==> src/rtl/fifo_rr_arbiter_pkg.sv <==
// Shared types and helpers for the fifo_rr_arbiter block.
// No logic of its own: state encoding, stats counter width, pointer wrap.
package fifo_rr_arbiter_pkg;

    typedef enum logic {
        IDLE  = 1'b0,
        BURST = 1'b1
    } state_e;

    localparam int STAT_WIDTH = 32;

    // Next round-robin start position after idx, wrapping at n.
    function automatic int unsigned wrap_inc(input int unsigned idx, input int unsigned n);
        return (idx + 1 >= n) ? 0 : idx + 1;
    endfunction

endpackage

==> src/rtl/rr_priority_picker.sv <==
// Round-robin picker: first set req bit at or after ptr, wrapping around.
// Latency: combinational.
// Backpressure: none; pure function of req and ptr.
module rr_priority_picker #(
    parameter  int NUM_IN    = 4,
    localparam int SEL_WIDTH = $clog2(NUM_IN)
) (
    input  logic [NUM_IN-1:0]    req,
    input  logic [SEL_WIDTH-1:0] ptr,
    output logic                 found,
    output logic [SEL_WIDTH-1:0] idx
);

    logic [2*NUM_IN-1:0]  dbl;
    logic [SEL_WIDTH-1:0] off;
    logic [SEL_WIDTH:0]   sum;

    always_comb begin
        // Rotating the doubled vector puts requester ptr at bit 0.
        dbl   = {req, req} >> ptr;
        found = 1'b0;
        off   = '0;
        for (int i = NUM_IN - 1; i >= 0; i--) begin
            if (dbl[i]) begin
                found = 1'b1;
                off   = SEL_WIDTH'(i);
            end
        end
        sum = {1'b0, ptr} + {1'b0, off};
        if (sum >= (SEL_WIDTH + 1)'(NUM_IN)) begin
            idx = SEL_WIDTH'(sum - (SEL_WIDTH + 1)'(NUM_IN));
        end else begin
            idx = sum[SEL_WIDTH-1:0];
        end
    end

endmodule

==> src/rtl/fifo_rr_arbiter.sv <==
// Round-robin merge of NUM_IN FWFT FIFO heads onto one registered FIFO write port, burst-locked up to MAX_BURST.
// Latency: pop in cycle t, write strobe at edge t+1; optional stats (FIFO_RR_ARBITER_STATS_EN) read back with 1 cycle.
// Backpressure: out_full_n=0 stops pops but keeps the burst lock; downstream needs a grace period of at least one word.
module fifo_rr_arbiter
    import fifo_rr_arbiter_pkg::*;
#(
    parameter  int NUM_IN     = 4,
    parameter  int DATA_WIDTH = 32,
    parameter  int MAX_BURST  = 8,
    localparam int SEL_WIDTH  = $clog2(NUM_IN)
) (
    input  logic                         clk,
    input  logic                         reset_n,
    input  logic [NUM_IN-1:0]            in_empty_n,
    output logic [NUM_IN-1:0]            in_read,
    input  logic [NUM_IN*DATA_WIDTH-1:0] in_dout,
    input  logic                         out_full_n,
    output logic                         out_write,
    output logic [DATA_WIDTH-1:0]        out_din,
    output logic [SEL_WIDTH-1:0]         out_sel
`ifdef FIFO_RR_ARBITER_STATS_EN
    ,
    input  logic [SEL_WIDTH-1:0]         stat_sel,
    output logic [STAT_WIDTH-1:0]        stat_cnt
`endif
);

    localparam int BCW = $clog2(MAX_BURST + 1);

    state_e               state_q, state_d;
    logic [SEL_WIDTH-1:0] ptr_q, ptr_d;
    logic [SEL_WIDTH-1:0] owner_q, owner_d;
    logic [BCW-1:0]       cnt_q, cnt_d, cnt_inc;

    logic                  pick_found;
    logic [SEL_WIDTH-1:0]  pick_idx;
    logic [SEL_WIDTH-1:0]  grant;
    logic                  grant_vld;
    logic                  xfer;
    logic [DATA_WIDTH-1:0] heads [NUM_IN];

    logic                  out_write_q;
    logic [DATA_WIDTH-1:0] out_din_q;
    logic [SEL_WIDTH-1:0]  out_sel_q;

    rr_priority_picker #(
        .NUM_IN (NUM_IN)
    ) u_picker (
        .req   (in_empty_n),
        .ptr   (ptr_q),
        .found (pick_found),
        .idx   (pick_idx)
    );

    always_comb begin
        for (int k = 0; k < NUM_IN; k++) begin
            heads[k] = in_dout[k*DATA_WIDTH +: DATA_WIDTH];
        end
    end

    always_comb begin
        state_d   = state_q;
        ptr_d     = ptr_q;
        owner_d   = owner_q;
        cnt_d     = cnt_q;
        cnt_inc   = cnt_q + 1'b1;
        grant     = pick_idx;
        grant_vld = pick_found;
        if (state_q == BURST) begin
            grant     = owner_q;
            grant_vld = in_empty_n[owner_q];
        end
        xfer = grant_vld & out_full_n;

        case (state_q)
            IDLE: begin
                if (xfer) begin
                    if (MAX_BURST == 1) begin
                        ptr_d = SEL_WIDTH'(wrap_inc(32'(grant), NUM_IN));
                    end else begin
                        owner_d = grant;
                        cnt_d   = BCW'(1);
                        state_d = BURST;
                    end
                end
            end
            BURST: begin
                // An empty owner ends the lock; stalls from downstream do not.
                if (!in_empty_n[owner_q]) begin
                    state_d = IDLE;
                    ptr_d   = SEL_WIDTH'(wrap_inc(32'(owner_q), NUM_IN));
                    cnt_d   = '0;
                end else if (out_full_n) begin
                    cnt_d = cnt_inc;
                    if (cnt_inc == BCW'(MAX_BURST)) begin
                        state_d = IDLE;
                        ptr_d   = SEL_WIDTH'(wrap_inc(32'(owner_q), NUM_IN));
                        cnt_d   = '0;
                    end
                end
            end
            default: state_d = IDLE;
        endcase
    end

    always_comb begin
        in_read = '0;
        if (xfer && reset_n) begin
            in_read[grant] = 1'b1;
        end
    end

    always_ff @(posedge clk or negedge reset_n) begin
        if (!reset_n) begin
            state_q     <= IDLE;
            ptr_q       <= '0;
            owner_q     <= '0;
            cnt_q       <= '0;
            out_write_q <= 1'b0;
            out_din_q   <= '0;
            out_sel_q   <= '0;
        end else begin
            state_q     <= state_d;
            ptr_q       <= ptr_d;
            owner_q     <= owner_d;
            cnt_q       <= cnt_d;
            out_write_q <= xfer;
            if (xfer) begin
                out_din_q <= heads[grant];
                out_sel_q <= grant;
            end
        end
    end

    assign out_write = out_write_q;
    assign out_din   = out_din_q;
    assign out_sel   = out_sel_q;

`ifdef FIFO_RR_ARBITER_STATS_EN
    logic [STAT_WIDTH-1:0] stat_q [NUM_IN];
    logic [STAT_WIDTH-1:0] stat_cnt_q;

    always_ff @(posedge clk or negedge reset_n) begin
        if (!reset_n) begin
            for (int k = 0; k < NUM_IN; k++) begin
                stat_q[k] <= '0;
            end
            stat_cnt_q <= '0;
        end else begin
            for (int k = 0; k < NUM_IN; k++) begin
                if (in_read[k]) begin
                    stat_q[k] <= stat_q[k] + 1'b1;
                end
            end
            stat_cnt_q <= (32'(stat_sel) < NUM_IN) ? stat_q[stat_sel] : '0;
        end
    end

    assign stat_cnt = stat_cnt_q;
`endif

endmodule

==> config.mk <==
export PLATFORM = sky130hd
export DESIGN_NAME = fifo_rr_arbiter
export DESIGN_NICKNAME = d
export VERILOG_FILES = /design/src/rtl/fifo_rr_arbiter_pkg.sv /design/src/rtl/rr_priority_picker.sv /design/src/rtl/fifo_rr_arbiter.sv
export SDC_FILE = /design/constraint.sdc
export NUM_CORES = 1
export LEC_CHECK = 0
export CORE_ASPECT_RATIO = 2
export CORE_MARGIN = 5
export CORE_UTILIZATION = 42
export DETAILED_ROUTE_END_ITERATION = 8
export PLACE_DENSITY = 0.87
export SLEW_MARGIN = 10
export SYNTH_ARGS = -nofsm -noshare
export SYNTH_HDL_FRONTEND = slang
export SYNTH_SLANG_ARGS = --single-unit
export TNS_END_PERCENT = 100
==> constraint.sdc <==
create_clock -name clk -period 7.84 [get_ports clk]
set_clock_uncertainty 0.1 [all_clocks]
set_input_delay 0.784 -clock clk [delete_from_list [all_inputs] [get_ports clk]]
set_output_delay 0.784 -clock clk [all_outputs]
set_load 0.02 [all_outputs]
==> flow_summary.toml, run 1 <==
[run_status]
outcome = "finished clean"

[synthesis]
synthFlopType = "dfrtp_1"
synthesis.instances = 314
avgSynthCellArea_um2 = 9.81
ys_seq_area_share_pct = 35.7
synth-edff-count = 0
synthDistinctLibCells = 38
synthesis.area_um2 = 3080
yosysTopAreaCell = "dfrtp_1"
synth-seq-cells = 44
async_flop_share_pct = 100
ys_warn_count = 0
synth_nets = 454
synth_top_area_share_pct = 35.7
synth.area.top_cells = "dfrtp_1 (36%), mux2i_1 (22%), a22o_1 (9.4%), a21oi_1 (5.7%), nand2_1 (4.9%)"

[worst_setup_path]
cp_data_required_time_ns = 6.96
path_common_cell = "clkdlybuf4s50_1"
path_class = "input pin to output pin"
cpPeakStageDelay_ns = 0.64
critPathLaunchType = "input pin"
path_cells = "clkdlybuf4s50_1 -> nor2b_1 -> a21oi_1 -> o22ai_1 -> o21a_1 -> ha_1 -> xnor2_1 -> nor4_2 -> o31a_1 -> nor2_1 -> clkdlybuf4s50_1"
crit_fanout = 17
cp_slowest_cell = "o31a_1"
arrival_ns = 4.08
end_kind = "output pin"

[placement]
port_buffers = 173
dp_hpwl_mm = 7.74
place_congestion = 0.760

[power]
p_comb_share_pct = 67.3
total_power_mw = 2.07
p_leak_nw = 2.18
power.share.sequential_pct = 20.9
p_int_mw = 1.17
power_density_nw_per_um2 = 415
p_clk_share_pct = 11.8
power_switching_mw = 0.902
ir_worst_vdd_mv = 0.301
swShare_pct = 43.5

[clock_network]
clkLatencyLatePin_ns = 0.28
postCtsSetupBuffers = 0
cts_hold_buf = 0
clock_path_buffers = 2
cts-buffers-inserted = 5
cts_num_sinks = 44
cts_root_buf = "clkbuf_16"
cts_resized = 0
tritoncts = "done"
clk_transition_reported_paths_ns = 0.06
htree_levels = 2

[layout]
drive_above_1_share_pct = 5.67
area.growth.synth_to_final_pct = 62.1
nets = 615
layout_common_cells = "clkdlybuf4s50_1 (172), mux2i_1 (66), dfrtp_1 (44)"
n_antenna_cell = 0
final_common_cell = "clkdlybuf4s50_1"

[timing]
setup_viol = 0
slew_violations = 0
fin_setup_tns_ns = 0
final_hold_viol_count = 0
rsz0062_at_grt = "false"
period_needed_ns = 4.97
post-route-period-util_pct = 63.4
clock.fmax_mhz = 201
tightestPinTransition_ns = 1.05
slew_headroom_pct = 30.1

[route]
drtIter0Drc = 170
viasPerCell = 5.42
num_vias = 3079
post_drt_wl_per_cell_um = 17.4
drt_drc_violations_left = 0
dr.pass1.iters = 4
wl_mm = 9.86
ant_nets = 0

[global_route]
grt_max_degree = 69
grt_util_met3_pct = 4.28
grt_overflow_total = 0
antenna_found_initial = 0
grt_use_met1_pct = 19.8
grt_pass1_vias = 3318
grt.busiest_layer = "met2"
grt_pass1_wl_mm = 15.6
track_usage_pct = 20.8
met2_usage_pct = 40.9

[floorplan]
die_area_um2 = 9250
core_area_um2 = 7210
die_h_um = 131
die_x_um = 70.6
rows = 44
ioPinCount = 174
initial_core_util_pct = 42.7

[job]
cap_violations = 0

[hold_path]
min_path_type = "flip-flop to flip-flop"
## area by class of cell
type | instances | area, µm²
clock inverters | 2 | 38.8
multi-input cells | 241 | 1820
fillers | 594 | 2220
clock buffers | 6 | 139
well taps | 92 | 115
repair buffers | 178 | 1760
inverters | 5 | 18.8
flip-flops and latches | 44 | 1100
## critical path: cells and delay by family
kind | cells | cell delay (ns)
buf+inv | 2 | 1.19
fa+ha+maj | 1 | 0.19
xor+xnor | 1 | 0.14
simple gates | 3 | 0.73
compound gates | 4 | 1.05
## Yosys cell counts, types with 2 or more instances
cell,instances
or3b_1,2
a22o_1,33
a21oi_2,3
nor2_1,10
nand3b_1,2
o21ai_0,5
o21a_1,2
inv_1,5
nand2b_1,4
clkbuf_1,4
nand2_1,40
o31a_1,4
mux2i_1,67
buf_1,2
o31ai_1,2
buf_2,9
mux2_2,4
nor2b_1,3
buf_4,2
dfrtp_1,44
nor3_1,2
ha_1,5
nand3_1,4
xnor2_1,2
buf_6,7
a21oi_1,35
## power groups by stage
| stage | clock (mW) | combinational, mW | sequential [mW] |
|---|---|---|---|
| after global routing | 0.261 | 1.51 | 0.448 |
| after detailed placement | 0 | 1.41 | 0.435 |
| after floorplan | 0 | 0.913 | 0.517 |
| final | 0.245 | 1.40 | 0.433 |
| after global placement | 0 | 1.37 | 0.427 |
| after CTS | 0.249 | 1.41 | 0.433 |
## metrics by stage
stage | worst slack, ns | hold slack [ns] | util (%) | instances | area, µm²
floorplan | 4.28 | 0.388 | - | 314 | 3080
global placement | 2.95 | 0.362 | 66.8 | 560 | 4820
detailed placement | 2.82 | 0.374 | 66.8 | 560 | 4820
CTS | 2.83 | 0.388 | 69.2 | 568 | 4990
global route | 2.61 | 0.415 | 69.2 | 568 | 4990
finish | 2.87 | 0.384 | 69.2 | 568 | 4990
## kinds of logic (layout without fill, tap and decap cells)
group | after synthesis | count (layout) | synth area share [%]
simple gates | 72 | 72 | 11.1
buf+inv | 29 | 191 | 5.85
fa+ha+maj | 5 | 5 | 2.03
flops | 44 | 44 | 35.7
mux | 72 | 72 | 24.0
compound gates | 90 | 90 | 20.7
xor+xnor | 2 | 2 | 0.569
## layer usage
metal	wire (µm)	vias up
li1	-	1474
met5	0	-
met1	3220	1456
met3	541	26
met2	5720	123
met4	378	0
## state kept, by name, indices dropped and copies added (netlist names)
signal,count
cnt_q,4
out_din,32
out_sel,2
out_write,1
owner_q,2
ptr_q,2
state_q,1
## path summary, 6_finish.rpt
check	from	to	slack (ns)	cells past startpoint
worst min-delay path	out_sel[0]	out_sel[0]	0.38	2
worst max register to register	ptr_q[1]	out_din[6]	4.42	11
worst max-delay path	in_empty_n[2]	in_read[1]	2.87	11
max in group asynchronous	reset_n	out_din[29]	6.76	2
worst min register to register	out_sel[0]	out_sel[0]	0.38	2
min in group asynchronous	reset_n	out_din[8]	0.48	2
Power figures use the tool's default switching activity.
==> run 2, diff against run 1 <==
--- a/config.mk
+++ b/config.mk
@@ -7,9 +7,9 @@
 export LEC_CHECK = 0
 export CORE_ASPECT_RATIO = 2
 export CORE_MARGIN = 5
-export CORE_UTILIZATION = 42
+export CORE_UTILIZATION = 35
 export DETAILED_ROUTE_END_ITERATION = 8
-export PLACE_DENSITY = 0.87
+export PLACE_DENSITY = 0.77
 export SLEW_MARGIN = 10
 export SYNTH_ARGS = -nofsm -noshare
 export SYNTH_HDL_FRONTEND = slang
==> constraint.sdc (replaced) <==
create_clock -name clk -period 4 [get_ports clk]
set_clock_uncertainty 0.1 [all_clocks]
set_input_delay 0.4 -clock clk [delete_from_list [all_inputs] [get_ports clk]]
set_output_delay 0.4 -clock clk [all_outputs]
set_load 0.02 [all_outputs]
==> flow_summary.toml, run 2 (same netlist as run 1, synthesis figures left out) <==
[clock_network]
clk_transition_reported_paths_ns = 0.06
tritoncts = "done"
clock_path_buffers = 2
cts_root_buf = "clkbuf_16"
htree_levels = 2
cts_num_sinks = 44
clkLatencyLatePin_ns = 0.28
postCtsSetupBuffers = 0
cts-buffers-inserted = 5
cts_resized = 0

[power]
ir_worst_vdd_mv = 0.414
p_leak_nw = 2.19
power_density_nw_per_um2 = 802

[floorplan]
ioPinCount = 174
die_h_um = 143
core_area_um2 = 8650
die_area_um2 = 10900
initial_core_util_pct = 35.6
rows = 48
die_x_um = 76.3

[global_route]
track_usage_pct = 17.5
grt_max_degree = 69
antenna_found_initial = 0
grt_pass1_wl_mm = 15.4
grt_pass1_vias = 3295
grt_overflow_total = 0

[worst_setup_path]
cp_top_family = "buffers and inverters"
critPathLaunchType = "input pin"
cp-startpoint = "in_empty_n[2]"
cp_slowest_cell = "clkdlybuf4s50_1"
critPathBufInv = 2
crit_fanout = 9
end_kind = "output pin"
cpPeakStageDelay_ns = 0.62
r2r_end = "out_din[23]"
arrival_ns = 3.23
reg2reg_from = "ptr_q[1]"
worst-r2r-setup-slack_ns = 1.03
worstRegToRegCells = 11
path_cells = "clkdlybuf4s50_1 -> nor2b_1 -> a21oi_1 -> o22ai_1 -> o21a_1 -> ha_1 -> xnor2_1 -> nor4_2 -> o31a_1 -> nor2_1 -> clkdlybuf4s50_1"
cp_data_required_time_ns = 3.50
path_common_cell = "clkdlybuf4s50_1"
path_class = "input pin to output pin"

[timing]
period_needed_ns = 3.73
final_hold_viol_count = 0
clock.fmax_mhz = 268
tightestPinTransition_ns = 0.674
fin_hold_ws_ns = 0.380
setup_viol = 0
slew_violations = 0
rsz0062_at_grt = "false"
fin_setup_tns_ns = 0
slew_headroom_pct = 55.1
post-route-period-util_pct = 93.3

[placement]
dpl_cell_area_um2 = 4850
dp_cells = 570
dp_hpwl_mm = 7.85
port_buffers = 173
place_congestion = 0.791

[hold_path]
hold_path_end = "out_sel[1]"
hold_path.startpoint = "out_sel[1]"
holdPathStages = 2
min_path_type = "flip-flop to flip-flop"

[layout]
stdcell_area_um2 = 5010
area.growth.synth_to_final_pct = 62.6
largest_reg_flops = 32
final_common_cell = "clkdlybuf4s50_1"
n_antenna_cell = 0
nets = 618
drive_above_1_share_pct = 5.64
layout_common_cells = "clkdlybuf4s50_1 (172), mux2i_1 (66), dfrtp_1 (44)"
final_cells = 579
utilization_pct = 57.9

[route]
wl_mm = 9.83
num_vias = 3076
viasPerCell = 5.31
ant_nets = 0
post_drt_wl_per_cell_um = 17.0
dr.pass1.iters = 4
drt_drc_violations_left = 0
drtIter0Drc = 91

[run_status]
outcome = "finished clean"

[job]
cap_violations = 0
## run 2: cell count changes in the layout (fill, tap and decap cells not counted)
cell           before  now
clkbuf_1            0    2
buf_12              0    1
buf_4               5    6
bufinv_16           1    0
clkinv_4            1    0
dlygate4sd3_1       0    1
## run 2: worst min-delay path: cells and delay by family (launching register included)
family,cells,cell delay [ns]
flops,1,0.34
compound gates,1,0.06
simple gates,1,0.05
## run 2: area by class of cell
class	count	area, µm²
fill	777	3640
multi-input combinational	241	1820
timing repair buffer	181	1800
sequential	44	1100
clock buffer	8	146
tap	100	125
inverter	5	18.8
## run 2: how the worst max path moves through the flow
stage,to,slack (ns),depth (start not counted)
after floorplan,in_read[2],1.21,11
after detailed placement,in_read[0],0.25,11
final,in_read[0],0.27,11
after global routing,in_read[0],0.08,11
after CTS,in_read[0],0.25,11
after global placement,in_read[1],0.32,11
## run 2: through the flow
stage | power [mW] | setup WS [ns]
global route | 4.32 | 0.0755
detailed placement | 3.64 | 0.254
CTS | 4.07 | 0.253
floorplan | 2.80 | 1.21
global placement | 3.58 | 0.316
finish | 4.02 | 0.267
## run 2: metal layers
layer	wire [µm]	up-vias	track usage (%)
li1	-	1485	-
met1	3220	1472	16.2
met2	5770	102	36.3
met3	556	17	3.54
met4	275	0	6.36
met5	0	-	0
## run 2: repair_timing
item                       CTS  global route
setup endpoints to repair    0             0
hold buffers                 1             0
hold endpoints to repair     4             0
## run 2: report_power, final
| part | internal [mW] | switching (mW) |
|---|---|---|
| Clock | 0.249 | 0.162 |
| Combinational | 1.34 | 1.42 |
| Sequential | 0.667 | 0.174 |
==> run 3, diff against run 2 <==
--- a/config.mk
+++ b/config.mk
@@ -9,6 +9,7 @@
 export CORE_MARGIN = 5
 export CORE_UTILIZATION = 35
 export DETAILED_ROUTE_END_ITERATION = 8
+export GPL_TIMING_DRIVEN = 0
 export PLACE_DENSITY = 0.77
 export SLEW_MARGIN = 10
 export SYNTH_ARGS = -nofsm -noshare
==> flow_summary.toml, run 3 (same netlist as run 1, synthesis figures left out) <==
[run_status]
outcome = "finished clean"

[worst_setup_path]
end_kind = "output pin"
reg2reg_from = "ptr_q[1]"
cpPeakStageDelay_ns = 0.60
worst-r2r-setup-slack_ns = 0.76
cp-startpoint = "in_empty_n[1]"
crit_fanout = 10
r2r_end = "out_din[26]"
worstRegToRegCells = 12
arrival_ns = 3.22
crit_end = "in_read[3]"
path_common_cell = "clkdlybuf4s50_1"
cp_data_required_time_ns = 3.50
critPathLaunchType = "input pin"
path_cells = "clkdlybuf4s50_1 -> a21oi_1 -> o22ai_1 -> o21a_1 -> ha_1 -> xnor2_2 -> nor4_4 -> o31ai_4 -> buf_4 -> buf_6 -> nor2_1 -> clkdlybuf4s50_1"
cp_slowest_cell = "clkdlybuf4s50_1"
path_class = "input pin to output pin"

[timing]
fin_hold_ws_ns = 0.384
period_needed_ns = 3.72
slew_violations = 0
fin_setup_tns_ns = 0
setup_viol = 0
setup_ws_ns = 0.279
tightestPinTransition_ns = 0.769
clock.fmax_mhz = 269
final_hold_viol_count = 0
post-route-period-util_pct = 93.0
slew_headroom_pct = 48.7
rsz0062_at_grt = "false"

[clock_network]
clock_path_buffers = 2
cts-buffers-inserted = 5
cts_root_buf = "clkbuf_16"
clk_transition_reported_paths_ns = 0.06
tritoncts = "done"
htree_levels = 2
clkLatencyLatePin_ns = 0.29
cts_num_sinks = 44

[route]
dr.pass1.iters = 4
drt_drc_violations_left = 0
wl_mm = 11.0
drtIter0Drc = 163
num_vias = 3192
post_drt_wl_per_cell_um = 18.3
ant_nets = 0
viasPerCell = 5.31

[hold_path]
min_path_type = "flip-flop to flip-flop"

[layout]
drive_above_1_share_pct = 8.98
area.growth.synth_to_final_pct = 67.7
nets = 640
largest_reg_flops = 32
layout_common_cells = "clkdlybuf4s50_1 (167), mux2i_1 (67), dfrtp_1 (44)"
n_antenna_cell = 0
final_cells = 601
final_common_cell = "clkdlybuf4s50_1"

[global_route]
grt_pass1_vias = 3457
track_usage_pct = 19.3
antenna_found_initial = 0
grt_max_degree = 36
grt_overflow_total = 0
grt_pass1_wl_mm = 16.8

[floorplan]
die_h_um = 143
initial_core_util_pct = 35.6
die_area_um2 = 10900
ioPinCount = 174
rows = 48
core_area_um2 = 8650
die_x_um = 76.3

[job]
cap_violations = 0

[power]
p_leak_nw = 2.32
power_density_nw_per_um2 = 832
ir_worst_vdd_mv = 0.479

[placement]
pre_cts_ws_ns = -0.300
dp_hpwl_mm = 8.90
port_buffers = 172
place_congestion = 0.817
dp_cells = 587
==> run 3: cell count changes in the layout (fill, tap and decap cells not counted), moves of 2 or more <==
cell | before | now
buf_6 | 0 | 7
dlymetal6s2s_1 | 0 | 3
clkdlybuf4s50_1 | 172 | 167
buf_4 | 6 | 8
buf_2 | 1 | 10
clkbuf_1 | 2 | 5
==> run 3: where the power goes <==
| group | switching, mW | internal [mW] | total (mW) |
|---|---|---|---|
| registers | 0.152 | 0.668 | 0.820 |
| logic | 1.58 | 1.48 | 3.06 |
| clock network | 0.172 | 0.249 | 0.421 |
==> run 3: metal layers <==
layer,vias up,global-route usage [%],part of all wire (%)
li1,1526,-,-
met1,1523,19.0,33
met2,122,37.5,58
met3,21,4.36,6.3
met4,0,8.48,2.8
met5,-,0,0
==> run 3: what timing repair did <==
| item | CTS | global route |
|---|---|---|
| gates resized for setup | 3 | 3 |
| hold buffers | 1 | 0 |
| endpoints found under the setup margin | 4 | 3 |
| pin swaps | 0 | 2 |
| endpoints found under the hold margin | 11 | 0 |
| setup buffers | 0 | 6 |
==> run 3: critical path: cells and delay by family <==
kind	cells	cell delay, ns
simple gates	2	0.40
compound gates	4	0.60
fa+ha+maj	1	0.22
xor+xnor	1	0.16
buf+inv	4	1.44
==> run 3: cell type report <==
| cell class | count | area (µm²) |
|---|---|---|
| multi-input combinational | 241 | 1820 |
| sequential | 44 | 1100 |
| clock inverter | 1 | 7.51 |
| inverter | 5 | 18.8 |
| buffer | 23 | 158 |
| fill | 780 | 3480 |
| timing repair buffer | 180 | 1800 |
| clock buffer | 7 | 143 |
| tap | 100 | 125 |
==> run 3: how the worst min path moves through the flow <==
stage | to | start | depth (start not counted) | slack, ns
2_1_floorplan | cnt_q[0] | reset_n | 0 | 0.004
4_1_cts | out_sel[0] | out_sel[0] | 2 | 0.39
5_1_grt | out_sel[0] | out_sel[0] | 2 | 0.41
6_report | out_sel[0] | out_sel[0] | 2 | 0.38
3_5_place_dp | out_din[3] | reset_n | 1 | 0.21
3_3_place_gp | out_sel[0] | out_sel[0] | 2 | 0.36
==> run 3: per-stage QoR <==
| stage | instance area (µm²) | util (%) | total power, mW |
|---|---|---|---|
| 4_1_cts | 5110 | 59.1 | 4.27 |
| 3_3_place_gp | 4930 | 57.0 | 3.75 |
| 6_report | 5170 | 59.7 | 4.30 |
| 3_5_place_dp | 4940 | 57.1 | 3.82 |
| 5_1_grt | 5170 | 59.7 | 4.57 |
| 2_1_floorplan | 3080 | - | 2.80 |
